==> src/rtl/uart_pkg.sv <==
// Shared types and constants for the MMIO UART transmit path.
package uart_pkg;
  typedef enum logic [2:0] {IDLE, START, DATA, PARITY, STOP} uart_tx_state_t;
  localparam int UART_DATA_BITS = 8;
  localparam logic UART_IDLE_LEVEL = 1'b1;
endpackage

==> src/rtl/uart_tx_fifo.sv <==
// Synchronous byte FIFO with first-word-fall-through head output.
module uart_tx_fifo #(
  parameter int DEPTH = 16,
  parameter int WIDTH = 8
) (
  input  logic                     clk,
  input  logic                     Rst,
  input  logic                     push,
  input  logic                     pop,
  input  logic [WIDTH-1:0]         din,
  output logic [WIDTH-1:0]         dout,
  output logic [$clog2(DEPTH):0]   count,
  output logic                     full,
  output logic                     empty
);
  localparam int AW = $clog2(DEPTH);

  logic [WIDTH-1:0] mem [DEPTH];
  logic [AW-1:0]    wr_ptr_reg;
  logic [AW-1:0]    rd_ptr_reg;
  logic [AW:0]      count_reg;
  logic             push_ok;
  logic             pop_ok;

  assign full    = (count_reg == (AW+1)'(DEPTH));
  assign empty   = (count_reg == '0);
  assign push_ok = push && !full;
  assign pop_ok  = pop && !empty;
  assign count   = count_reg;
  // Head is read combinationally so the consumer sees the byte before popping it.
  assign dout    = mem[rd_ptr_reg];

  genvar gi;
  generate
    for (gi = 0; gi < DEPTH; gi++) begin : g_entry
      always_ff @(posedge clk) begin
        if (push_ok && (wr_ptr_reg == AW'(gi)))
          mem[gi] <= din;
      end
    end
  endgenerate

  always_ff @(posedge clk) begin
    if (Rst) begin
      wr_ptr_reg <= '0;
      rd_ptr_reg <= '0;
      count_reg  <= '0;
    end else begin
      if (push_ok)
        wr_ptr_reg <= wr_ptr_reg + 1'b1;
      if (pop_ok)
        rd_ptr_reg <= rd_ptr_reg + 1'b1;
      count_reg <= count_reg + (AW+1)'(push_ok) - (AW+1)'(pop_ok);
    end
  end
endmodule

==> src/rtl/uart_mmio_tx.sv <==
// MMIO-fed UART transmitter: byte FIFO in front of an 8N1 serializer.
// Define UART_TX_PARITY_EN for an 8E1 frame with an even-parity bit after the data.
module uart_mmio_tx #(
  parameter int CLKS_PER_BIT = 434,
  parameter int FIFO_DEPTH   = 16
) (
  input  logic                          clk,
  input  logic                          Rst,
  input  logic                          mmio_wea,
  input  logic [31:0]                   mmio_dat,
  output logic                          mmio_read,
  output logic                          tx,
  output logic                          tx_busy,
  output logic [$clog2(FIFO_DEPTH):0]   fifo_count,
  output logic                          overflow
);
  import uart_pkg::*;

  localparam int CW = $clog2(FIFO_DEPTH) + 1;
  localparam logic [15:0] BCNT_LAST = 16'(CLKS_PER_BIT - 1);
  localparam logic [2:0]  BIT_LAST  = 3'(UART_DATA_BITS - 1);

  uart_tx_state_t state_reg, state_next;
  logic [15:0]    bcnt_reg, bcnt_next;
  logic [2:0]     bit_idx_reg, bit_idx_next;
  logic [7:0]     shift_reg, shift_next;
  logic           tx_reg, tx_next;
  logic           busy_reg, busy_next;
  logic           overflow_reg;
`ifdef UART_TX_PARITY_EN
  logic           par_reg, par_next;
`endif

  logic           fifo_push, fifo_pop, fifo_full, fifo_empty;
  logic [7:0]     fifo_dout;
  logic [CW-1:0]  count_next;
  logic           period_end;
  logic           unused_dat;

  assign unused_dat = &{1'b0, mmio_dat[31:8]};
  assign fifo_push  = mmio_wea && !fifo_full;
  assign period_end = (bcnt_reg == BCNT_LAST);

  uart_tx_fifo #(.DEPTH(FIFO_DEPTH), .WIDTH(8)) u_fifo (
    .clk   (clk),
    .Rst   (Rst),
    .push  (fifo_push),
    .pop   (fifo_pop),
    .din   (mmio_dat[7:0]),
    .dout  (fifo_dout),
    .count (fifo_count),
    .full  (fifo_full),
    .empty (fifo_empty)
  );

  always_ff @(posedge clk) begin
    if (Rst) begin
      state_reg    <= IDLE;
      bcnt_reg     <= '0;
      bit_idx_reg  <= '0;
      shift_reg    <= '0;
      tx_reg       <= UART_IDLE_LEVEL;
      busy_reg     <= 1'b0;
      overflow_reg <= 1'b0;
`ifdef UART_TX_PARITY_EN
      par_reg      <= 1'b0;
`endif
    end else begin
      state_reg    <= state_next;
      bcnt_reg     <= bcnt_next;
      bit_idx_reg  <= bit_idx_next;
      shift_reg    <= shift_next;
      tx_reg       <= tx_next;
      busy_reg     <= busy_next;
      overflow_reg <= overflow_reg | (mmio_wea & fifo_full);
`ifdef UART_TX_PARITY_EN
      par_reg      <= par_next;
`endif
    end
  end

  always_comb begin
    state_next   = state_reg;
    bcnt_next    = bcnt_reg;
    bit_idx_next = bit_idx_reg;
    shift_next   = shift_reg;
    fifo_pop     = 1'b0;
`ifdef UART_TX_PARITY_EN
    par_next     = par_reg;
`endif
    case (state_reg)
      IDLE: begin
        if (!fifo_empty) begin
          fifo_pop   = 1'b1;
          shift_next = fifo_dout;
          bcnt_next  = '0;
          state_next = START;
`ifdef UART_TX_PARITY_EN
          par_next   = ^fifo_dout;
`endif
        end
      end
      START: begin
        if (period_end) begin
          bcnt_next    = '0;
          bit_idx_next = '0;
          state_next   = DATA;
        end else begin
          bcnt_next = bcnt_reg + 16'd1;
        end
      end
      DATA: begin
        if (period_end) begin
          bcnt_next    = '0;
          shift_next   = {1'b0, shift_reg[7:1]};
          bit_idx_next = bit_idx_reg + 3'd1;
          if (bit_idx_reg == BIT_LAST) begin
`ifdef UART_TX_PARITY_EN
            state_next = PARITY;
`else
            state_next = STOP;
`endif
          end
        end else begin
          bcnt_next = bcnt_reg + 16'd1;
        end
      end
`ifdef UART_TX_PARITY_EN
      PARITY: begin
        if (period_end) begin
          bcnt_next  = '0;
          state_next = STOP;
        end else begin
          bcnt_next = bcnt_reg + 16'd1;
        end
      end
`endif
      STOP: begin
        if (period_end) begin
          bcnt_next = '0;
          // Chain the next queued byte straight into a start bit: no idle gap.
          if (!fifo_empty) begin
            fifo_pop   = 1'b1;
            shift_next = fifo_dout;
            state_next = START;
`ifdef UART_TX_PARITY_EN
            par_next   = ^fifo_dout;
`endif
          end else begin
            state_next = IDLE;
          end
        end else begin
          bcnt_next = bcnt_reg + 16'd1;
        end
      end
      default: state_next = IDLE;
    endcase
  end

  always_comb begin
    tx_next = UART_IDLE_LEVEL;
    case (state_reg)
      START:   tx_next = 1'b0;
      DATA:    tx_next = shift_reg[0];
`ifdef UART_TX_PARITY_EN
      PARITY:  tx_next = par_reg;
`endif
      STOP:    tx_next = 1'b1;
      default: tx_next = UART_IDLE_LEVEL;
    endcase
    count_next = fifo_count + CW'(fifo_push) - CW'(fifo_pop);
    busy_next  = (state_next != IDLE) || (count_next != '0);
  end

  assign mmio_read = !fifo_full;
  assign tx        = tx_reg;
  assign tx_busy   = busy_reg;
  assign overflow  = overflow_reg;
endmodule
==> config.mk <==
export PLATFORM = sky130hd
export DESIGN_NAME = uart_mmio_tx
export DESIGN_NICKNAME = d
export VERILOG_FILES = /design/src/rtl/uart_pkg.sv /design/src/rtl/uart_tx_fifo.sv /design/src/rtl/uart_mmio_tx.sv
export SDC_FILE = /design/constraint.sdc
export NUM_CORES = 1
export LEC_CHECK = 0
export ABC_CLOCK_PERIOD_IN_PS = 3900
export BUFFER_PORTS_ARGS = -buffer_cell sky130_fd_sc_hd__buf_2
export CAP_MARGIN = 20
export CELL_PAD_IN_SITES_DETAIL_PLACEMENT = 2
export CELL_PAD_IN_SITES_GLOBAL_PLACEMENT = 2
export CORE_MARGIN = 2
export CORE_UTILIZATION = 44
export DETAILED_ROUTE_END_ITERATION = 7
export GPL_TIMING_DRIVEN = 1
export PLACE_DENSITY = 0.89
export SYNTH_ARGS = -nofsm -noshare
export SYNTH_HDL_FRONTEND = slang
export SYNTH_HIERARCHICAL = 1
export SYNTH_SLANG_ARGS = --single-unit
==> constraint.sdc <==
create_clock -name clk -period 3.9 [get_ports clk]
set_input_delay 0.39 -clock clk [delete_from_list [all_inputs] [get_ports clk]]
set_output_delay 0.39 -clock clk [all_outputs]
set_load 0.1 [all_outputs]
==> reports/metrics.csv <==
stage,metric,value,unit
final_layout,n_diodes,0,
final_layout,Layout Utilization,49.5,%
status,status,finished clean,
floorplan,die area,0.0184,mm2
synthesis,number of enable flip-flop cells after synthesis,128,
detailed_routing,first-pass iteration count of the detailed router,4,
synthesis,"Primary FF master, synth",edfxtp_1,
synthesis,leading post-synthesis cells by cell area,"edfxtp_1 (51%), dfxtp_1 (13%), mux4_2 (5.3%)",
timing,relative slew slack,36.5,%
cts,Skew-Pair Late Insertion Delay,440,ps
timing,FMAX,276,MHz
run,max_cap viols,0,
synthesis,yosys warns,6,
synthesis,syn_nets,575,
place,port bufs,19,
place,RePlAce Congestion,0.770,
detailed_routing,DRC,0,
timing,RSZ-0062 raised after global routing,no,
final_layout,final layout net count,597,
detailed_routing,vias per cell,5.74,
timing,Setup Skew,11.1,ps
timing,hold slack,222,ps
grt,initial antenna violation count,0,
grt,met1 Track Usage GR,27.5,%
grt,final global-route overflow total,0,
synthesis,post-synth cell types,57,
detailed_routing,Avg WL per Cell,26.0,um
timing,Final Hold Viols,0,
timing,"Setup violations, final",0,
timing,max-slew violations,0,
cts,Root Buffer,clkbuf_16,
synthesis,dominant cell type by area after synthesis,edfxtp_1,
worst_setup_path,Crit. End Element,flop,
detailed_routing,1st-iter DRT viols,230,
detailed_routing,drt total wl,20.2,mm
synthesis,post-synthesis sequential area ratio,63.7,%
final_layout,final std cells w/o fill,778,
grt,met3 usage,4.41,%
cts,CTS Sinks,178,
floorplan,chip height,135,um
pwr,Design Power,5.52,mW
grt,largest net degree at the start of global routing,37,
timing,Tcrit/Tclk final,93.0,%
cts,total CTS buffers,17,
floorplan,FP Rows,48,
place,Placed Cells,746,
place,Final HPWL DP,13.1,mm
final_layout,Largest register FFs,128,
timing,Worst-Margin Slew,951,ps
floorplan,Core Box Area,0.0171,mm2
synthesis,Yosys top cell area share,50.5,%
timing,minimum clock period,3630,ps
worst_setup_path,worst-path maximum fanout,10,
cts,clock buffer depth,2,
cts,setup bufs post-CTS,0,
cts,Clock transition at path regs,70,ps
worst_setup_path,WP data arrival,3980,ps
grt,GRT Max-Usage Layer,met2,
pwr,Cell Pwr Density,652,mW/mm2
floorplan,I/O pin total,44,
worst_setup_path,crit path launch type,flop,
synthesis,Synth async-reset ratio,0,%
detailed_routing,post-route ant nets,0,
cts,CTS H-Tree Depth,4,
grt,vias in the first global route,5024,
synthesis,Seq cells post-synth,178,
pwr,Pleak,2.95,nW
worst_setup_path,Crit path required time,4250,ps
grt,GR Util All Layers,23.4,%
synthesis,"Cell Area, Synth",0.00761,mm2
final_layout,area grow syn2layout,11.4,%
floorplan,die width,135,um
floorplan,Starting Density,44.4,%
synthesis,Synth Instances,518,
final_layout,share of cells above drive strength 1,18.1,%
hold_path,worst hold path class,in2reg,
pwr,Max rail drop VDD,0.669,mV
cts,TritonCTS clock tree,yes,
synthesis,synthesized area per cell,14.7,um2
worst_setup_path,WS Path Type,reg2reg,
timing,Setup TNS Final,0,ps
cts,hold-fix buffer count after cts,0,
grt,first-pass GRT wire length,30.6,mm
detailed_routing,DR vias,4466,
grt,GR Layer Usage met2,42.6,%
layout by cell type, fill, tap and decap left out, types with 16 or more instances in the layout:
master and n:
a22oi_1 19, mux4_2 18, dfxtp_1 44, nor2_1 39
xor2_1 16, inv_1 28, nand2_1 31, ha_1 20
buf_2 19, a21oi_1 17, edfxtp_1 128, clkbuf_16 17
cell families after synthesis:
| logic type | Yosys count | share of synthesized area, % |
|---|---|---|
| AND/OR/NAND/NOR | 138 | 9.31 |
| multiplexers | 33 | 10.3 |
| flip-flops | 178 | 63.7 |
| AO/OA/AOI/OAI | 71 | 6.71 |
| buffers and inverters | 54 | 3.64 |
| XOR/XNOR | 22 | 2.53 |
| adder cells (fa/ha/maj) | 22 | 3.82 |
critical path: stages, from the launching register on:
cell and delay (ps):
dfxtp_2 350, inv_1 100, ha_1 210, or4b_4 520, inv_1 140, nor3_1 90
o21ai_4 170, inv_2 120, nand2_1 140, inv_1 60, ha_1 270, inv_1 40
ha_1 210, fa_1 420, a21oi_1 150, nor2_1 60, or3_1 340, a21oi_1 150
metal layers:
layer	up-vias	share of wire, %
met5	-	0
met4	0	2.5
met3	27	2.6
met2	77	54
met1	2356	41
li1	2006	-
path summary, 6_finish.rpt:
path | slack [ps] | startpoint | cells after the start | end
worst max register to register | 270 | u_fifo/count[3] | 17 | u_fifo/count[4]
worst min register to register | 480 | bcnt_reg[14] | 1 | bcnt_reg[14]
worst max-delay path | 270 | u_fifo/count[3] | 17 | u_fifo/count[4]
worst min-delay path | 220 | mmio_wea | 3 | overflow
through the flow:
| step | worst slack (ps) | area [um2] |
|---|---|---|
| global route | 24.9 | 8470 |
| CTS | 10.5 | 8460 |
| global placement | 258 | 7890 |
| floorplan | 123 | 7620 |
| finish | 274 | 8470 |
| detailed placement | 98.7 | 7890 |
cell type report:
class / instances / area (um2)
fill: 1599 / 8640
timing repair buffer: 27 / 155
inverter: 30 / 116
clock inverter: 14 / 141
sequential: 178 / 4850
multi-input combinational: 286 / 2500
tap: 225 / 282
clock buffer: 18 / 429
Yosys cell counts (all sizes together), types with 2 or more instances:
cell type      count
nor3               8
dfxtp             50
ha                20
or4                2
o22a               2
mux4              32
xor2              16
or2                2
nand4              4
and4               2
xnor2              6
buf               12
nor4               5
and2               3
nand2             32
or3                2
o21a               2
a22oi             19
or4b               2
clkbuf             9
o21ai              9
a21oi             17
clkdlybuf4s25      3
and3               5
a21o               6
edfxtp           128
nor2              39
fa                 2
nand2b             5
inv               30
nand3             14
nor2b              8
o221a              7
a31oi              2
where the power goes:
part,internal (mW),switching (mW),total [mW]
combinational,0.579,0.892,1.47
sequential,2.18,0.165,2.35
clock,0.903,0.803,1.71
repair_timing:
item | 4_1_cts | 5_1_grt
resized for setup | 0 | 3
setup endpoints to repair | 0 | 2
endpoints found under the hold margin | 0 | 0
No activity file was read; power rests on OpenSTA's default activity.
